$ cat src/rtl/uart_display_ctrl_pkg.sv
// -----------------------------------------------------------------------------
// uart_display_ctrl_pkg
// Shared encodings for the UART display feeder: display mode, baud-select codes,
// byte direction, FSM states and the packed {dir,byte} event entry.
// No ports (package).
// -----------------------------------------------------------------------------
package uart_display_ctrl_pkg;

    // Display stage mode select
    localparam logic BAUDRATE_MODE = 1'b0;
    localparam logic DATA_MODE     = 1'b1;

    // Baud-select switch codes (2'b11 is illegal and passed through untouched)
    localparam logic [1:0] SEL_9600   = 2'b00;
    localparam logic [1:0] SEL_57600  = 2'b01;
    localparam logic [1:0] SEL_115200 = 2'b10;

    // Direction of a displayed byte
    localparam logic DIR_RX = 1'b0;
    localparam logic DIR_TX = 1'b1;

    // Width of one queued event: {dir, byte}
    localparam int EVENT_W = 9;

    typedef enum logic [1:0] {
        S_BAUD = 2'b00,
        S_LOAD = 2'b01,
        S_DATA = 2'b10
    } disp_state_e;

    // Build a queue entry from a direction bit and a byte
    function automatic logic [EVENT_W-1:0] pack_event(input logic dir, input logic [7:0] data);
        return {dir, data};
    endfunction

endpackage

$ cat src/rtl/uart_display_ctrl_if.sv
// -----------------------------------------------------------------------------
// uart_display_ctrl_if
// Bundles the feeder's source inputs and display-side outputs.
//   baud_sel  [1:0]  baud-select switches
//   rx_valid/rx_data  1-cycle pulse + received byte
//   tx_valid/tx_data  1-cycle pulse + transmitted byte
//   mode, data_dir, msg[7:0]  toward the display stage
//   overflow          sticky event-drop flag
// master: the side that drives the sources (UART / switches / bench)
// slave : uart_display_ctrl
// -----------------------------------------------------------------------------
interface uart_display_ctrl_if;
    logic [1:0] baud_sel;
    logic       rx_valid;
    logic [7:0] rx_data;
    logic       tx_valid;
    logic [7:0] tx_data;
    logic       mode;
    logic       data_dir;
    logic [7:0] msg;
    logic       overflow;

    modport master (
        output baud_sel, rx_valid, rx_data, tx_valid, tx_data,
        input  mode, data_dir, msg, overflow
    );

    modport slave (
        input  baud_sel, rx_valid, rx_data, tx_valid, tx_data,
        output mode, data_dir, msg, overflow
    );
endinterface

$ cat src/rtl/uart_display_ctrl_fifo.sv
// -----------------------------------------------------------------------------
// disp_event_fifo
// Small event queue with two write ports per cycle (wr0 is stored ahead of wr1)
// and one read port. The caller is responsible for never writing more entries
// than free_cnt (plus a same-cycle read) allows and never reading when empty.
//   src_clk, rst      clock, async active-high reset
//   wr0_en/wr0_d      first entry written this cycle
//   wr1_en/wr1_d      second entry written this cycle (lands after wr0)
//   rd_en             pop the head; rd_d always shows the head
//   empty             no entries stored
//   free_cnt          DEPTH - stored entries
// -----------------------------------------------------------------------------
module disp_event_fifo
    import uart_display_ctrl_pkg::*;
#(
    parameter int DEPTH = 4,
    localparam int PTR_W = (DEPTH > 1) ? $clog2(DEPTH) : 1,
    localparam int CNT_W = $clog2(DEPTH + 1)
) (
    input  logic               src_clk,
    input  logic               rst,
    input  logic               wr0_en,
    input  logic [EVENT_W-1:0] wr0_d,
    input  logic               wr1_en,
    input  logic [EVENT_W-1:0] wr1_d,
    input  logic               rd_en,
    output logic [EVENT_W-1:0] rd_d,
    output logic               empty,
    output logic [CNT_W-1:0]   free_cnt
);

    logic [EVENT_W-1:0] mem_r [DEPTH];
    logic [PTR_W-1:0]   wr_ptr_r;
    logic [PTR_W-1:0]   rd_ptr_r;
    logic [CNT_W-1:0]   count_r;
    logic [PTR_W-1:0]   wr1_ptr_s;
    logic [CNT_W-1:0]   n_push_s;

    // wr1 goes right behind wr0 when both write; pointer math wraps naturally (DEPTH is 2^n)
    always_comb begin
        wr1_ptr_s = wr_ptr_r + PTR_W'(wr0_en);
        n_push_s  = CNT_W'(wr0_en) + CNT_W'(wr1_en);
    end

    // Storage, pointers and occupancy
    always_ff @(posedge src_clk or posedge rst) begin
        if (rst) begin
            for (int i = 0; i < DEPTH; i++) begin
                mem_r[i] <= '0;
            end
            wr_ptr_r <= '0;
            rd_ptr_r <= '0;
            count_r  <= '0;
        end else begin
            if (wr0_en) begin
                mem_r[wr_ptr_r] <= wr0_d;
            end
            if (wr1_en) begin
                mem_r[wr1_ptr_s] <= wr1_d;
            end
            wr_ptr_r <= wr_ptr_r + PTR_W'(n_push_s);
            rd_ptr_r <= rd_ptr_r + PTR_W'(rd_en);
            count_r  <= count_r + n_push_s - CNT_W'(rd_en);
        end
    end

    assign rd_d     = mem_r[rd_ptr_r];
    assign empty    = (count_r == CNT_W'(0));
    assign free_cnt = CNT_W'(DEPTH) - count_r;

endmodule

$ cat src/rtl/uart_display_ctrl.sv
// -----------------------------------------------------------------------------
// uart_display_ctrl
// Feeds the 6-digit display stage. Shows the baud code after every switch
// change, otherwise shows queued RX/TX bytes, each for a minimum hold time.
//   src_clk   system clock (rising edge)
//   rst       asynchronous active-high reset
//   bus       uart_display_ctrl_if.slave: baud_sel, rx/tx byte events in;
//             mode, data_dir, msg, overflow out (all registered)
// -----------------------------------------------------------------------------
module uart_display_ctrl
    import uart_display_ctrl_pkg::*;
#(
    parameter int FIFO_DEPTH    = 4,
    parameter int DATA_HOLD_CYC = 50000000,
    parameter int BAUD_HOLD_CYC = 50000000
) (
    input  logic                src_clk,
    input  logic                rst,
    uart_display_ctrl_if.slave  bus
);

    localparam int          CNT_W       = $clog2(FIFO_DEPTH + 1);
    localparam logic [31:0] DATA_RELOAD = 32'(DATA_HOLD_CYC - 1);
    localparam logic [31:0] BAUD_RELOAD = 32'(BAUD_HOLD_CYC - 1);

    disp_state_e        state_r, state_s;
    logic [31:0]        hold_cnt_r, hold_cnt_s;
    logic [1:0]         baud_sel_q_r;
    logic               show_dir_r, show_dir_s;
    logic [7:0]         show_byte_r, show_byte_s;
    logic               mode_r, mode_s;
    logic               data_dir_r, data_dir_s;
    logic [7:0]         msg_r, msg_s;
    logic               overflow_r, overflow_s;

    logic               chg_s;
    logic               pop_s;
    logic [CNT_W-1:0]   free_s;
    logic               drop_s;
    logic               wr0_en_s, wr1_en_s;
    logic [EVENT_W-1:0] wr0_d_s, wr1_d_s;
    logic [EVENT_W-1:0] rd_d_s;
    logic               empty_s;
    logic [CNT_W-1:0]   free_cnt_s;

    disp_event_fifo #(
        .DEPTH (FIFO_DEPTH)
    ) u_fifo (
        .src_clk  (src_clk),
        .rst      (rst),
        .wr0_en   (wr0_en_s),
        .wr0_d    (wr0_d_s),
        .wr1_en   (wr1_en_s),
        .wr1_d    (wr1_d_s),
        .rd_en    (pop_s),
        .rd_d     (rd_d_s),
        .empty    (empty_s),
        .free_cnt (free_cnt_s)
    );

    assign chg_s = (bus.baud_sel != baud_sel_q_r);

    // Next state, hold counter and show registers; a baud change overrides everything
    always_comb begin
        state_s     = state_r;
        hold_cnt_s  = hold_cnt_r;
        show_dir_s  = show_dir_r;
        show_byte_s = show_byte_r;
        pop_s       = 1'b0;
        if (chg_s) begin
            // Queue is left intact; any pop this cycle is simply not issued
            state_s    = S_BAUD;
            hold_cnt_s = BAUD_RELOAD;
        end else begin
            case (state_r)
                S_BAUD, S_DATA: begin
                    if (hold_cnt_r != 32'd0) begin
                        hold_cnt_s = hold_cnt_r - 32'd1;
                    end else if (!empty_s) begin
                        state_s = S_LOAD;
                    end else begin
                        state_s = state_r;
                    end
                end
                S_LOAD: begin
                    pop_s       = 1'b1;
                    show_dir_s  = rd_d_s[8];
                    show_byte_s = rd_d_s[7:0];
                    hold_cnt_s  = DATA_RELOAD;
                    state_s     = S_DATA;
                end
                default: begin
                    state_s    = S_BAUD;
                    hold_cnt_s = 32'd0;
                end
            endcase
        end
    end

    // Output values follow the next state so the registered outputs line up with it;
    // the load cycle keeps whatever was on display
    always_comb begin
        mode_s     = mode_r;
        data_dir_s = data_dir_r;
        msg_s      = msg_r;
        case (state_s)
            S_BAUD: begin
                mode_s = BAUDRATE_MODE;
                msg_s  = {6'b000000, bus.baud_sel};
            end
            S_DATA: begin
                mode_s     = DATA_MODE;
                data_dir_s = show_dir_s;
                msg_s      = show_byte_s;
            end
            S_LOAD: begin
                mode_s     = mode_r;
                data_dir_s = data_dir_r;
                msg_s      = msg_r;
            end
            default: begin
                mode_s     = BAUDRATE_MODE;
                data_dir_s = DIR_RX;
                msg_s      = 8'h00;
            end
        endcase
    end

    // Push arbitration: free slots count this cycle's pop; RX always wins the last slot
    always_comb begin
        free_s   = free_cnt_s + CNT_W'(pop_s);
        wr0_en_s = 1'b0;
        wr0_d_s  = pack_event(DIR_RX, bus.rx_data);
        wr1_en_s = 1'b0;
        wr1_d_s  = pack_event(DIR_TX, bus.tx_data);
        drop_s   = 1'b0;
        if (bus.rx_valid && bus.tx_valid) begin
            if (free_s >= CNT_W'(2)) begin
                wr0_en_s = 1'b1;
                wr1_en_s = 1'b1;
            end else if (free_s != CNT_W'(0)) begin
                wr0_en_s = 1'b1;
                drop_s   = 1'b1;
            end else begin
                drop_s = 1'b1;
            end
        end else if (bus.rx_valid || bus.tx_valid) begin
            wr0_d_s = bus.rx_valid ? pack_event(DIR_RX, bus.rx_data)
                                   : pack_event(DIR_TX, bus.tx_data);
            if (free_s != CNT_W'(0)) begin
                wr0_en_s = 1'b1;
            end else begin
                drop_s = 1'b1;
            end
        end else begin
            drop_s = 1'b0;
        end
        overflow_s = overflow_r | drop_s;
    end

    // State, counter, show and output registers
    always_ff @(posedge src_clk or posedge rst) begin
        if (rst) begin
            state_r      <= S_BAUD;
            hold_cnt_r   <= 32'd0;
            baud_sel_q_r <= SEL_9600;
            show_dir_r   <= DIR_RX;
            show_byte_r  <= 8'h00;
            mode_r       <= BAUDRATE_MODE;
            data_dir_r   <= DIR_RX;
            msg_r        <= 8'h00;
            overflow_r   <= 1'b0;
        end else begin
            state_r      <= state_s;
            hold_cnt_r   <= hold_cnt_s;
            baud_sel_q_r <= bus.baud_sel;
            show_dir_r   <= show_dir_s;
            show_byte_r  <= show_byte_s;
            mode_r       <= mode_s;
            data_dir_r   <= data_dir_s;
            msg_r        <= msg_s;
            overflow_r   <= overflow_s;
        end
    end

    assign bus.mode     = mode_r;
    assign bus.data_dir = data_dir_r;
    assign bus.msg      = msg_r;
    assign bus.overflow = overflow_r;

endmodule

$ cat src/flat_wrapper.sv
// flat-port wrapper written by rule: the top's interface ports become plain ports
module uart_display_ctrl_flat import uart_display_ctrl_pkg::*;
#(
    parameter int FIFO_DEPTH    = 4,
    parameter int DATA_HOLD_CYC = 50000000,
    parameter int BAUD_HOLD_CYC = 50000000
)
  (src_clk, rst, bus_baud_sel, bus_rx_valid, bus_rx_data, bus_tx_valid, bus_tx_data, bus_mode, bus_data_dir, bus_msg, bus_overflow);
  uart_display_ctrl_if bus_i ();
  input  logic src_clk;
  input  logic rst;
  input wire logic [$bits(bus_i.baud_sel)-1:0] bus_baud_sel;
  input wire logic [$bits(bus_i.rx_valid)-1:0] bus_rx_valid;
  input wire logic [$bits(bus_i.rx_data)-1:0] bus_rx_data;
  input wire logic [$bits(bus_i.tx_valid)-1:0] bus_tx_valid;
  input wire logic [$bits(bus_i.tx_data)-1:0] bus_tx_data;
  output wire logic [$bits(bus_i.mode)-1:0] bus_mode;
  output wire logic [$bits(bus_i.data_dir)-1:0] bus_data_dir;
  output wire logic [$bits(bus_i.msg)-1:0] bus_msg;
  output wire logic [$bits(bus_i.overflow)-1:0] bus_overflow;
  assign bus_i.baud_sel = bus_baud_sel;
  assign bus_i.rx_valid = bus_rx_valid;
  assign bus_i.rx_data = bus_rx_data;
  assign bus_i.tx_valid = bus_tx_valid;
  assign bus_i.tx_data = bus_tx_data;
  assign bus_mode = bus_i.mode;
  assign bus_data_dir = bus_i.data_dir;
  assign bus_msg = bus_i.msg;
  assign bus_overflow = bus_i.overflow;
  uart_display_ctrl #(.FIFO_DEPTH(FIFO_DEPTH), .DATA_HOLD_CYC(DATA_HOLD_CYC), .BAUD_HOLD_CYC(BAUD_HOLD_CYC)) u_core (.src_clk(src_clk), .rst(rst), .bus(bus_i));
endmodule
$ cat config.mk
export PLATFORM = sky130hd
export DESIGN_NAME = uart_display_ctrl_flat
export DESIGN_NICKNAME = d
export VERILOG_FILES = /design/src/rtl/uart_display_ctrl_pkg.sv /design/src/rtl/uart_display_ctrl_if.sv /design/src/rtl/uart_display_ctrl_fifo.sv /design/src/rtl/uart_display_ctrl.sv /design/src/flat_wrapper.sv
export SDC_FILE = /design/constraint.sdc
export NUM_CORES = 1
export LEC_CHECK = 0
export ABC_AREA = 1
export CAP_MARGIN = 20
export CORE_MARGIN = 2
export CORE_UTILIZATION = 40
export DETAILED_ROUTE_END_ITERATION = 7
export PLACE_DENSITY_LB_ADDON = 0.12
export SETUP_SLACK_MARGIN = 0.15
export SLEW_MARGIN = 40
export SYNTH_ARGS = -nofsm -noshare
export SYNTH_HDL_FRONTEND = slang
export SYNTH_SLANG_ARGS = --single-unit
$ cat constraint.sdc
create_clock -name src_clk -period 5 [get_ports src_clk]
set_clock_uncertainty 0.1 [all_clocks]
set_input_delay 1.25 -clock src_clk [delete_from_list [all_inputs] [get_ports src_clk]]
set_output_delay 1.25 -clock src_clk [all_outputs]
set_load 0.02 [all_outputs]
---- Yosys cells after proc, flatten, opt, wreduce, memory -nomap -nowiden ----
Cells that the tools add are included.
cells by class
  add/sub/neg operators ................... 9
  $lt $le $gt $ge ......................... 6
  equality and inequality tests ........... 6
  mux-type cells .......................... 40
  bitwise logic cells ..................... 4
  reductions and logical operators ........ 11
operator list
  cell                                                                          number
  36-bit bitwise mux                                                            2
  36-bit 2-to-1 mux                                                             2
  32-bit 2-to-1 mux                                                             2
  32-bit one-hot mux with 2 select lines                                        1
  9-bit 2-to-1 mux                                                              7
  9-bit demux with 2-bit select                                                 2
  32-bit nonzero test                                                           1
  32-bit by 1-bit subtractor with 32-bit output, second input constant          1
  8-bit one-hot mux with 3 select lines                                         1
  9-bit binary-select mux with 2-bit select                                     1
  8-bit 2-to-1 mux                                                              2
  1-bit 2-to-1 mux                                                              14
  3-bit greater-or-equal comparator, second input constant                      3
  2-bit NOT with 3-bit output                                                   3
  3-bit by 1-bit less-than comparator with 1-bit output, second input constant  2
  2-bit 2-to-1 mux                                                              3
  2-bit by 1-bit adder with 2-bit output                                        2
  2-bit by 1-bit equality test with 1-bit output, second input constant         2
  2-bit equality test, second input constant                                    2
  2-bit zero test                                                               2
  1-bit one-hot mux with 2 select lines                                         2
  2-bit one-hot mux with 2 select lines                                         1
  2-bit OR reduction                                                            2
  3-bit by 1-bit adder with 3-bit output                                        1
  13 further kinds                                                              15
storage, ports and cells
  register bits ........................... 99
  bits of input ports ..................... 22
  output and inout bits ................... 11
  word-level logic and storage cells ...... 92

---- Longest topological paths before layout ----
  word-level depth ........................ 16
  gate-level depth with buffers ........... 24
  depth with buffers taken out ............ 23

---- Hierarchy ----
A second synthesis with hierarchy kept.
unflattened totals
  cell total of the unflattened synthesis .. 819
  area total of the unflattened synthesis .. 5943.2 um2
by module, submodules not included
  module             instances  cells each  area each (um2)  seq. area each (um2)
  uart_display_ctrl  1          433         3170.5           1401.3
  disp_event_fifo    1          386         2772.7           1076.0

---- Worst setup path before layout ----
OpenSTA, ideal clock, no wires.
  path kind ............................... input-to-reg
  from .................................... in bus_baud_sel[0]
  to ...................................... reg u_core.u_fifo.count_r[2]
  library setup time ...................... 0.129 ns
  data arrival time ....................... 4.177 ns
  data required time ...................... 4.771 ns
  slack ................................... 0.594 ns
  stages on the path ...................... 24
  path buffers ............................ 1
  path through ............................ xnor2_2 nand2_4 inv_2 nand2_4 buf_4 ha_1 inv_1 ha_1 inv_1 nand2_1 nand2_1 nor2_2 nand2_2 nand2_4 inv_1 ha_1 inv_1 ha_1 inv_1 ha_1 inv_1 fa_1 xnor2_1 xor2_1
on the way
  word-level cells in the longest chain between the ends .. 10
  elaborated cells between the ends (all ways) .. 14
  those cells by class .................... add/sub: 4; order compare: 1; eq/ne: 1; mux: 7; reduce/logical: 1
RTL lines
  what                                                                                            line                          RTL
  start, declared                                                                                 flat_wrapper.sv:12            input wire logic [$bits(bus_i.baud_sel)-1:0] bus_baud_sel;
  2-bit inequality test *                                                                         uart_display_ctrl.sv:61       assign chg_s = (bus.baud_sel != baud_sel_q_r);
  1-bit 2-to-1 mux *                                                                              uart_display_ctrl.sv:70       if (chg_s) begin
  parallel branches: the longest is 7 deep, another holds 3-bit by 1-bit adder with 3-bit output  n/a
  3-bit by 1-bit subtractor with 3-bit output *                                                   uart_display_ctrl_fifo.sv:63  count_r <= count_r + n_push_s - CNT_W'(rd_en);
  end signal, assigned                                                                            uart_display_ctrl_fifo.sv:63
  end, declared                                                                                   uart_display_ctrl_fifo.sv:35  logic [CNT_W-1:0] count_r;
Mark *: on every way between the ends.
A chain may end at the register's enable or synchronous reset.

---- Worst setup path in the final report ----
Same ends and word-level chain as after synthesis.

==> impl_metrics.ini <==
[hold_path]
min_from = u_core.bus.msg[6]$_DFFE_PP0N_
worstHoldPathCells = 2
hold_class = register to register

[synth]
synth-seq-cells = 99
ys_warn_count = 0
ys.flop_type = dfrtp_1
yosysUniqueCellTypes = 40
synthTopCellsByArea = dfrtp_1, nand2_1, nor2_1, a21oi_1, o21ai_0
synth.net_count = 739
ys_top_cells_by_count = nand2_1, dfrtp_1, nor2_1
synth_top_cell_area_share = 0.429
ys_seq_area_frac = 0.429
syn_area_um2 = 5770
synth_most_common_cell = nand2_1
netlist_instances = 706
synth_edf_count = 0
postSynthAreaPerCell_um2 = 8.18
yosys.area.top_type = dfrtp_1
async_flop_share = 1.00

[global_route]
antenna_found_initial = 0
grt_pass1_wl_um = 22800
grt_start_max_net_pins = 74
grt_pass1_vias = 4519
grt_usage = 0.194
grt_overflow = 0

[setup_path]
startpoint = bus_baud_sel[0]
worstSetupStartpointType = input port
crit_fanout = 6
crit_required_ps = 5180
cp-end-kind = register
reg2reg_depth = 23
worstSetupPathType = input port to register
r2r-start = u_core.baud_sel_q_r[0]$_DFF_PP0_
arrival_ps = 4640

[route]
drtIter0Drc = 376
drt-vias-per-instance = 5.08
routed-via-count = 4678
dr.pass1.iters = 4
wirelength_um = 13900
ant_nets = 0
detail_route.wl_per_cell_um = 15.1
drc_errors = 0

[final_layout]
final_cells = 921
nFillCells = 1401
diodes = 0
utilization = 0.468
syn2layout_area_growth_pct = 13.4
fin_nets = 769
layout-drive-gt1-share = 0.151

[die]
core_area_um2 = 14000
rows = 43
start_util = 0.413
boundaryPins = 33
die_w_um = 124
die_h_um = 124
fp.dieArea_um2 = 15400

[cts]
cts_root_buf = clkbuf_16
postCtsHoldBufs = 0
htreeDepth = 3
worstSkewPairLatency_ps = 360
postCtsSetupBuffers = 0
clkTransAtPathRegs_ps = 70
cts_buffers = 9
cts_resized = 0
clockBufferDepth = 2
clkSinkCount = 99
cts_tree = done

[timing]
worstMarginPinSlew_ps = 742
tns_ps = 0
finalCriticalPeriod_ps = 4460
period_share = 0.892
fmax_mhz = 224
setup_viol_count_final = 0
max-slew-margin-rel = 0.504
hold_viol = 0
rsz0062_at_grt = false
slew_violations = 0

[power]
vdd_ir_drop_max_mv = 0.227
powerDensity_nw_per_um2 = 414
p_leak_nw = 2.98

[place]
dp_hpwl_um = 9670
buffer_ports.inserted = 32
gp_congestion = 0.823
dp.cells = 905

[run]
max_cap_viol_count = 0

[run_status]
status = complete, no violations
per-stage QoR:
| stage | worst slack, ps | hold WS (ps) | area [um^2] | total power, mW |
|---|---|---|---|---|
| after floorplan | 594 | 351 | 5770 | 1.81 |
| after global placement | 204 | 363 | 6230 | 1.96 |
| after detailed placement | 147 | 373 | 6230 | 2.00 |
| after CTS | 518 | 393 | 6540 | 2.75 |
| after global routing | 248 | 410 | 6550 | 2.92 |
| final | 538 | 386 | 6550 | 2.71 |
layout make-up:
| cell class | instances | area [um^2] | share of cell area |
|---|---|---|---|
| inverter | 84 | 322 | 0.0491 |
| timing repair buffer | 39 | 385 | 0.0589 |
| tap | 180 | 225 | 0.0344 |
| sequential | 99 | 2480 | 0.378 |
| multi-input combinational | 503 | 2820 | 0.431 |
| clock buffer | 10 | 229 | 0.0350 |
| clock inverter | 6 | 83.8 | 0.0128 |
cell families after synthesis:
group	synth area share
xor gates and xnor gates	0.0327
DFF	0.429
buffers and inverters	0.0828
muxes	0.0139
AOI/OAI and AO/OA	0.147
and+or+nand+nor	0.270
adders and majority gates	0.0251
per-layer routing:
layer | vias up | GRT usage | wire length (um)
li1 | 2353 | - | -
met1 | 2221 | 0.236 | 6070
met2 | 84 | 0.344 | 7030
met3 | 20 | 0.0426 | 552
met4 | 0 | 0.0548 | 258
met5 | - | 0 | 0
cell usage in the layout (no fill, tap or decap), types with 4 or more instances in the layout:
cell type,netlist,layout
inv_2,18,18
dfrtp_1,99,99
o21ai_2,4,4
clkbuf_16,0,9
a21oi_1,58,58
inv_1,64,63
xor2_1,8,8
nor4_1,5,5
nor3_4,5,5
nor2_4,6,7
buf_4,5,6
nor2_1,81,81
nand3_2,5,5
xnor2_1,8,8
nand4_1,5,5
mux2i_1,8,8
o21ai_1,20,20
a21oi_2,11,11
clkdlybuf4s50_1,0,32
o21ai_0,49,49
nor2_2,13,12
nand2_4,9,9
o22ai_1,8,8
nand3_1,21,21
ha_1,10,10
nand2_1,146,146
nand2_2,7,7
registers in the layout, indices dropped and copies added, names as in the netlist:
register,flops
u_core.u_fifo.mem_r,36
u_core.hold_cnt_r,32
u_core.bus.overflow,1
u_core.state_r,2
u_core.u_fifo.count_r,3
u_core.bus.data_dir,1
u_core.u_fifo.rd_ptr_r,2
u_core.baud_sel_q_r,2
u_core.bus.msg,8
u_core.show_byte_r,8
u_core.u_fifo.wr_ptr_r,2
u_core.show_dir_r,1
u_core.bus.mode,1
worst max-delay path, cell delays in order:
cell and delay, ps:
clkdlybuf4s50_1 490, xnor2_2 230, nand2_4 70, inv_2 100
nand2_4 60, ha_1 170, inv_1 50, ha_1 150
inv_1 40, nand2_1 40, nand2_1 50, nor2_2 130
nand2_2 80, nand2_4 130, inv_1 60, ha_1 290
inv_1 50, ha_1 260, inv_1 50, ha_1 120
inv_1 40, fa_1 370, xnor2_1 190, xor2_1 160
final timing paths:
| kind | slack [ps] | to |
|---|---|---|
| setup / recovery | 540 | u_core.u_fifo.count_r[2]$_DFF_PP0_ |
| hold / removal | 390 | u_core.bus.msg[6]$_DFFE_PP0N_ |
| setup reg to reg | 1580 | u_core.u_fifo.count_r[2]$_DFF_PP0_ |
| hold reg to reg | 390 | u_core.bus.msg[6]$_DFFE_PP0N_ |
| max in group asynchronous | 2920 | u_core.hold_cnt_r[23]$_DFFE_PP0P_ |
| min in group asynchronous | 1150 | u_core.u_fifo.mem_r[28]$_DFF_PP0_ |
where the power goes:
part           internal [mW]  switching (mW)
Sequential             0.990           0.114
Combinational          0.329           0.541
Clock                  0.400           0.336
No activity file was read; power rests on OpenSTA's default activity.
